--- config.mk ---
export PLATFORM = sky130hd
export DESIGN_NAME = cache_refill_ctrl
export DESIGN_NICKNAME = d
export VERILOG_FILES = /design/src/rtl/cache_pkg.sv /design/src/rtl/line_beat_buffer.sv /design/src/rtl/cache_refill_ctrl.sv
export SDC_FILE = /design/constraint.sdc
export NUM_CORES = 1
export LEC_CHECK = 0
export BUFFER_PORTS_ARGS = -buffer_cell sky130_fd_sc_hd__buf_2
export CORE_AREA = 2 2 472 474
export CTS_CLUSTER_DIAMETER = 150
export DETAILED_ROUTE_END_ITERATION = 8
export DIE_AREA = 0 0 474 476
export PLACE_DENSITY = 0.36
export REMOVE_ABC_BUFFERS = 1
export SETUP_SLACK_MARGIN = 0.02
export SYNTH_ARGS = -nofsm -noshare
export SYNTH_HDL_FRONTEND = slang
export SYNTH_HIERARCHICAL = 1
export SYNTH_SLANG_ARGS = --single-unit
--- constraint.sdc ---
create_clock -name clk -period 9.2 [get_ports clk]
set_input_delay 0.92 -clock clk [delete_from_list [all_inputs] [get_ports clk]]
set_output_delay 0.92 -clock clk [all_outputs]
set_load 0.005 [all_outputs]
--- src/rtl/cache_pkg.sv ---
// Shared cache geometry and refill state encoding.
// The lookup path imports the same widths.
package cache_pkg;

    localparam int INDEX_BITS  = $clog2(256);
    localparam int OFFSET_BITS = $clog2(64);
    localparam int LINE_BITS   = 8 * 64;
    localparam int BEATS       = LINE_BITS / 32;
    localparam int ADDR_BITS   = 18 + INDEX_BITS + OFFSET_BITS;

    typedef enum logic [2:0] {
        ST_IDLE,
        ST_WB_REQ,
        ST_WB_DATA,
        ST_RD_REQ,
        ST_RD_DATA,
        ST_FILL
    } refill_state_e;

endpackage

--- src/rtl/line_beat_buffer.sv ---
// One cache line of storage: whole-line load, beat-indexed
// write for incoming reads, beat-indexed read for write-back.
module line_beat_buffer #(
    parameter int  LINE_BITS  = 512,
    parameter int  DATA_WIDTH = 32,
    localparam int BEATS      = LINE_BITS / DATA_WIDTH,
    localparam int BEAT_W     = $clog2(BEATS)
) (
    input  logic                  clk,
    input  logic                  rst,
    input  logic                  load,
    input  logic [LINE_BITS-1:0]  load_line,
    input  logic                  wr_en,
    input  logic [BEAT_W-1:0]     beat,
    input  logic [DATA_WIDTH-1:0] wr_data,
    output logic [DATA_WIDTH-1:0] rd_data,
    output logic [LINE_BITS-1:0]  line
);

    logic [LINE_BITS-1:0] line_q;

    always_ff @(posedge clk or negedge rst) begin
        if (!rst) begin
            line_q <= '0;
        end else if (load) begin
            line_q <= load_line;
        end else if (wr_en) begin
            line_q[int'(beat) * DATA_WIDTH +: DATA_WIDTH] <= wr_data;
        end
    end

    assign rd_data = line_q[int'(beat) * DATA_WIDTH +: DATA_WIDTH];
    assign line    = line_q;

endmodule

--- src/rtl/cache_refill_ctrl.sv ---
// Cache miss handler: victim write-back, beat-wise line fetch, array fill.
// Owns the write port of the tag/data array read by the lookup stage.
module cache_refill_ctrl #(
    parameter int  CACHE_LINES     = 256,
    parameter int  LINE_SIZE_BYTES = 64,
    parameter int  TAG_BITS        = 18,
    parameter int  DATA_WIDTH      = 32,
    parameter int  WAYS            = 4,
    localparam int IDX_W  = $clog2(CACHE_LINES),
    localparam int OFF_W  = $clog2(LINE_SIZE_BYTES),
    localparam int LINE_W = 8 * LINE_SIZE_BYTES,
    localparam int NBEATS = LINE_W / DATA_WIDTH,
    localparam int ADDR_W = TAG_BITS + IDX_W + OFF_W,
    localparam int WAY_W  = $clog2(WAYS)
) (
    input  logic                  clk,
    input  logic                  rst,
    input  logic                  i_miss_valid,
    output logic                  o_miss_ready,
    input  logic [TAG_BITS-1:0]   i_miss_tag,
    input  logic [IDX_W-1:0]      i_miss_index,
    input  logic [WAY_W-1:0]      i_victim_way,
    input  logic                  i_victim_valid,
    input  logic                  i_victim_dirty,
    input  logic [TAG_BITS-1:0]   i_victim_tag,
    input  logic [LINE_W-1:0]     i_victim_line,
    output logic                  o_mem_req_valid,
    input  logic                  i_mem_req_ready,
    output logic                  o_mem_req_we,
    output logic [ADDR_W-1:0]     o_mem_req_addr,
    output logic                  o_mem_wvalid,
    input  logic                  i_mem_wready,
    output logic [DATA_WIDTH-1:0] o_mem_wdata,
    input  logic                  i_mem_rvalid,
    input  logic [DATA_WIDTH-1:0] i_mem_rdata,
    output logic                  o_fill_we,
    output logic [IDX_W-1:0]      o_fill_index,
    output logic [WAY_W-1:0]      o_fill_way,
    output logic [TAG_BITS-1:0]   o_fill_tag,
    output logic [LINE_W-1:0]     o_fill_line,
    output logic                  o_done
);

    import cache_pkg::*;

    localparam int             CNT_W = $clog2(NBEATS);
    localparam logic [CNT_W-1:0] LAST  = CNT_W'(NBEATS - 1);

    refill_state_e         state_q, state_d;
    logic [CNT_W-1:0]      cnt_q, cnt_d;
    logic [TAG_BITS-1:0]   tag_q, vtag_q;
    logic [IDX_W-1:0]      index_q;
    logic [WAY_W-1:0]      way_q;
    logic                  accept;
    logic                  buf_wr;
    logic [DATA_WIDTH-1:0] buf_rdata;

    assign accept = (state_q == ST_IDLE) && i_miss_valid;

    always_ff @(posedge clk or negedge rst) begin
        if (!rst) begin
            state_q <= ST_IDLE;
            cnt_q   <= '0;
            tag_q   <= '0;
            vtag_q  <= '0;
            index_q <= '0;
            way_q   <= '0;
        end else begin
            state_q <= state_d;
            cnt_q   <= cnt_d;
            if (accept) begin
                tag_q   <= i_miss_tag;
                vtag_q  <= i_victim_tag;
                index_q <= i_miss_index;
                way_q   <= i_victim_way;
            end
        end
    end

    always_comb begin
        state_d         = state_q;
        cnt_d           = cnt_q;
        o_miss_ready    = 1'b0;
        o_mem_req_valid = 1'b0;
        o_mem_req_we    = 1'b0;
        o_mem_req_addr  = '0;
        o_mem_wvalid    = 1'b0;
        o_mem_wdata     = '0;
        o_fill_we       = 1'b0;
        o_done          = 1'b0;
        buf_wr          = 1'b0;
        unique case (state_q)
            ST_IDLE: begin
                o_miss_ready = 1'b1;
                if (i_miss_valid) begin
                    state_d = (i_victim_valid && i_victim_dirty)
                            ? ST_WB_REQ : ST_RD_REQ;
                end
            end
            ST_WB_REQ: begin
                o_mem_req_valid = 1'b1;
                o_mem_req_we    = 1'b1;
                o_mem_req_addr  = {vtag_q, index_q, {OFF_W{1'b0}}};
                if (i_mem_req_ready) begin
                    state_d = ST_WB_DATA;
                    cnt_d   = '0;
                end
            end
            ST_WB_DATA: begin
                o_mem_wvalid = 1'b1;
                o_mem_wdata  = buf_rdata;
                if (i_mem_wready) begin
                    cnt_d = cnt_q + 1'b1;
                    if (cnt_q == LAST) begin
                        cnt_d   = '0;
                        state_d = ST_RD_REQ;
                    end
                end
            end
            ST_RD_REQ: begin
                o_mem_req_valid = 1'b1;
                o_mem_req_addr  = {tag_q, index_q, {OFF_W{1'b0}}};
                if (i_mem_req_ready) begin
                    state_d = ST_RD_DATA;
                    cnt_d   = '0;
                end
            end
            ST_RD_DATA: begin
                if (i_mem_rvalid) begin
                    buf_wr = 1'b1;
                    cnt_d  = cnt_q + 1'b1;
                    if (cnt_q == LAST) begin
                        cnt_d   = '0;
                        state_d = ST_FILL;
                    end
                end
            end
            ST_FILL: begin
                o_fill_we = 1'b1;
                o_done    = 1'b1;
                state_d   = ST_IDLE;
            end
            default: state_d = ST_IDLE;
        endcase
    end

    // Victim line is loaded at accept; read beats then overwrite it in place.
    line_beat_buffer #(
        .LINE_BITS (LINE_W),
        .DATA_WIDTH(DATA_WIDTH)
    ) u_buf (
        .clk      (clk),
        .rst      (rst),
        .load     (accept),
        .load_line(i_victim_line),
        .wr_en    (buf_wr),
        .beat     (cnt_q),
        .wr_data  (i_mem_rdata),
        .rd_data  (buf_rdata),
        .line     (o_fill_line)
    );

    assign o_fill_index = index_q;
    assign o_fill_way   = way_q;
    assign o_fill_tag   = tag_q;

endmodule

==> impl_metrics.env <==
export IMPL_track_usage=0.213
export IMPL_ys_seq_area_frac=0.474
export IMPL_io_pins=1208
export IMPL_comb_power_share=0.485
export IMPL_final_cell_mix="1200 x buf_2, 560 x dfrtp_1, 256 x a221o_1"
export IMPL_first_pass_iters=8
export IMPL_clock_path_buffers=3
export IMPL_cts_tree="yes"
export IMPL_maxClockFrequency_ghz=0.180
export IMPL_htreeDepth=3
export IMPL_post_cts_setup_buffers=0
export IMPL_synth_flop_cell="dfrtp_1"
export IMPL_slew_headroom=0.111
export IMPL_start_util=0.135
export IMPL_setup_ws_ps=3640
export IMPL_cp_top_family="buffers and inverters"
export IMPL_cts_resized=0
export IMPL_drive_gt1_frac=0.404
export IMPL_placed_cells=6699
export IMPL_wl_per_cell_um=36.3
export IMPL_met2_usage=0.347
export IMPL_crit_buf_inv=3
export IMPL_max_stage_delay_ps=910
export IMPL_layout_cells_non_filler=6887
export IMPL_p_per_area_mw_per_mm2=399
export IMPL_hold_class="input pin to asynchronous set/reset pin"
export IMPL_cap_violations=0
export IMPL_area_delta_synth_final_pct=40.5
export IMPL_power_mw=16.7
export IMPL_leakage_nw=19.2
export IMPL_place_congestion=0.869
export IMPL_cp_num_cells=7
export IMPL_ys_ff_latch=565
export IMPL_first_global_vias=31144
export IMPL_worstPathRequired_ps=8280
export IMPL_grt_overflow_total=0
export IMPL_status="finished clean"
export IMPL_grtUsageMet3=0.0662
export IMPL_path_class="flop to primary output"
export IMPL_fin_util=0.190
export IMPL_cts_hold_buf=0
export IMPL_num_vias=31146
export IMPL_p_seq_frac=0.319
export IMPL_placementRows=173
export IMPL_syn_inst=2739
export IMPL_r2r_cells=7
export IMPL_wl_mm=250
export IMPL_vias_per_cell=4.52
export IMPL_setup_viol=0
export IMPL_period_needed_ps=5560
export IMPL_die_h_um=476
export IMPL_peakVddDrop_uv=177
export IMPL_globalRoute_busiestLayer="met2"
export IMPL_layout_commonest_cell="buf_2"
export IMPL_grt_pass1_wl_mm=320
export IMPL_core_mm2=0.221
export IMPL_grt_max_degree=149
export IMPL_drtIter0Drc=3321
export IMPL_final_nets=4412
export IMPL_synth_edf_count=0
export IMPL_power_share_clock=0.197
export IMPL_clock_latency_ps=710
export IMPL_fin_skew_ps=21.9
export IMPL_drc=0
export IMPL_cp_slowest_cell="dfrtp_4"
export IMPL_internal_power_mw=8.69
export IMPL_path_common_cell="buf_4"
export IMPL_drtAntennaViolNets=0
export IMPL_hold_viol=0
export IMPL_cts_buffers=82
export IMPL_yosysUniqueCellTypes=67
export IMPL_cts_reportedPaths_clkPinSlew_ps=60
export IMPL_clock_sinks=565
export IMPL_hpwl_mm=180
export IMPL_ctsRootBufferMaster="clkbuf_16"
export IMPL_die_w_um=474
export IMPL_portBuffers=1201
export IMPL_startpoint_type="flop"
export IMPL_yosysWarningCount=6
export IMPL_crit_fanout=45
export IMPL_worst_pin_slew_ps=1330
export IMPL_final_max_slew_violation_count=0
export IMPL_fin_crit_sh=0.604
export IMPL_netSwitchingPower_mw=8.02
export IMPL_endpoint_kind="primary output"
export IMPL_synth_area_mm2=0.0298
export IMPL_pre_cts_ws_ps=4020
export IMPL_grtUsageMet1=0.261
export IMPL_path_cells="buf_4 -> buf_4 -> mux4_2 -> a22oi_1 -> o21ai_0 -> and2_1 -> buf_2"
export IMPL_antenna_found_initial=85
export IMPL_rsz0062_at_grt="false"
export IMPL_critPathArrivalTime_ps=4640
export IMPL_fillCellCount=24624
export IMPL_die_area_mm2=0.226
export IMPL_p_sw_frac=0.480
export IMPL_syn_area_per_cell_um2=10.9
export IMPL_async_flop_share=1.00
-- cell type report --
cell class / instances / area [um^2] / share of cell area
multi-input combinational: 1782 / 14200 / 0.340
clock buffer: 122 / 2440 / 0.0581
clock inverter: 28 / 234 / 0.00558
sequential: 565 / 14200 / 0.338
timing repair buffer: 1275 / 6640 / 0.158
tap: 2975 / 3720 / 0.0888
antenna: 38 / 95.1 / 0.00227
inverter: 102 / 390 / 0.00931
-- flip-flops by register name, summed over array words and instances (netlist names) --
register,cells
o_fill_way,2
o_fill_tag,18
state_q,3
o_fill_index,8
vtag_q,18
cnt_q,4
u_buf/line,512
-- worst reg2reg max path, stage by stage (launching register included) --
cell	delay, ps
dfrtp_4	620
inv_4	640
ha_1	920
clkinv_1	670
a21oi_1	700
a31oi_4	490
buf_4	520
a221o_1	490
-- metal layers --
metal | up-vias | wire length, um
met5 | - | 285
met1 | 16112 | 101000
met3 | 373 | 22500
met4 | 44 | 10400
li1 | 12624 | -
met2 | 1993 | 117000
-- cells by family (layout without fill, tap and decap cells) --
logic type                 Yosys count  in the layout  share of synthesized area
adders and majority gates            6              6                    0.00252
xor gates and xnor gates             3              3                    0.00113
and+or+nand+nor                    671            671                      0.117
DFF                                565            565                      0.474
buffers and inverters              397           1527                     0.0603
AOI/OAI and AO/OA                  775            775                      0.209
other                                1             44                   0.000126
muxes                              321            321                      0.136
-- power groups by stage --
stage / Sequential [mW] / Combinational (mW) / Clock (mW)
2_1_floorplan: 4.81 / 3.99 / 0
3_3_place_gp: 5.35 / 8.16 / 0
3_5_place_dp: 5.35 / 8.18 / 0
4_1_cts: 5.32 / 8.21 / 3.38
5_1_grt: 5.43 / 8.65 / 3.47
6_report: 5.32 / 8.10 / 3.29
-- synth_stat cells (44+ instances only) --
master | instances | area share
a21oi_1 | 72 | 0.012
a221o_1 | 256 | 0.086
a221oi_1 | 64 | 0.019
a22oi_1 | 127 | 0.032
a2bb2oi_1 | 63 | 0.018
and2_1 | 234 | 0.049
buf_2 | 57 | 0.0096
clkbuf_1 | 181 | 0.023
dfrtp_1 | 565 | 0.47
inv_1 | 101 | 0.013
mux2_2 | 44 | 0.017
mux2i_1 | 211 | 0.071
mux4_2 | 64 | 0.048
nand2_1 | 201 | 0.025
nand4_1 | 64 | 0.013
nor2_1 | 90 | 0.011
o21ai_0 | 100 | 0.017
-- path summary, 6_finish.rpt --
kind                                        start              end  slack, ps
worst min-delay path                          rst  u_buf/line[221]        290
worst max-delay path                     cnt_q[0]  o_mem_wdata[23]       3640
worst max register to register           cnt_q[3]  u_buf/line[249]       4040
min in group clk                i_victim_line[98]   u_buf/line[98]        410
worst min register to register          vtag_q[3]        vtag_q[3]        490
max in group asynchronous                     rst  u_buf/line[310]       6650
-- through the flow --
step	instance area (um^2)	hold slack, ps	setup TNS, ps
final	41900	290	0
after global routing	41800	306	0
after CTS	41800	268	0
after detailed placement	39100	475	0
after global placement	39100	471	0
after floorplan	28400	458	-7802540
Power figures use the tool's default switching activity.
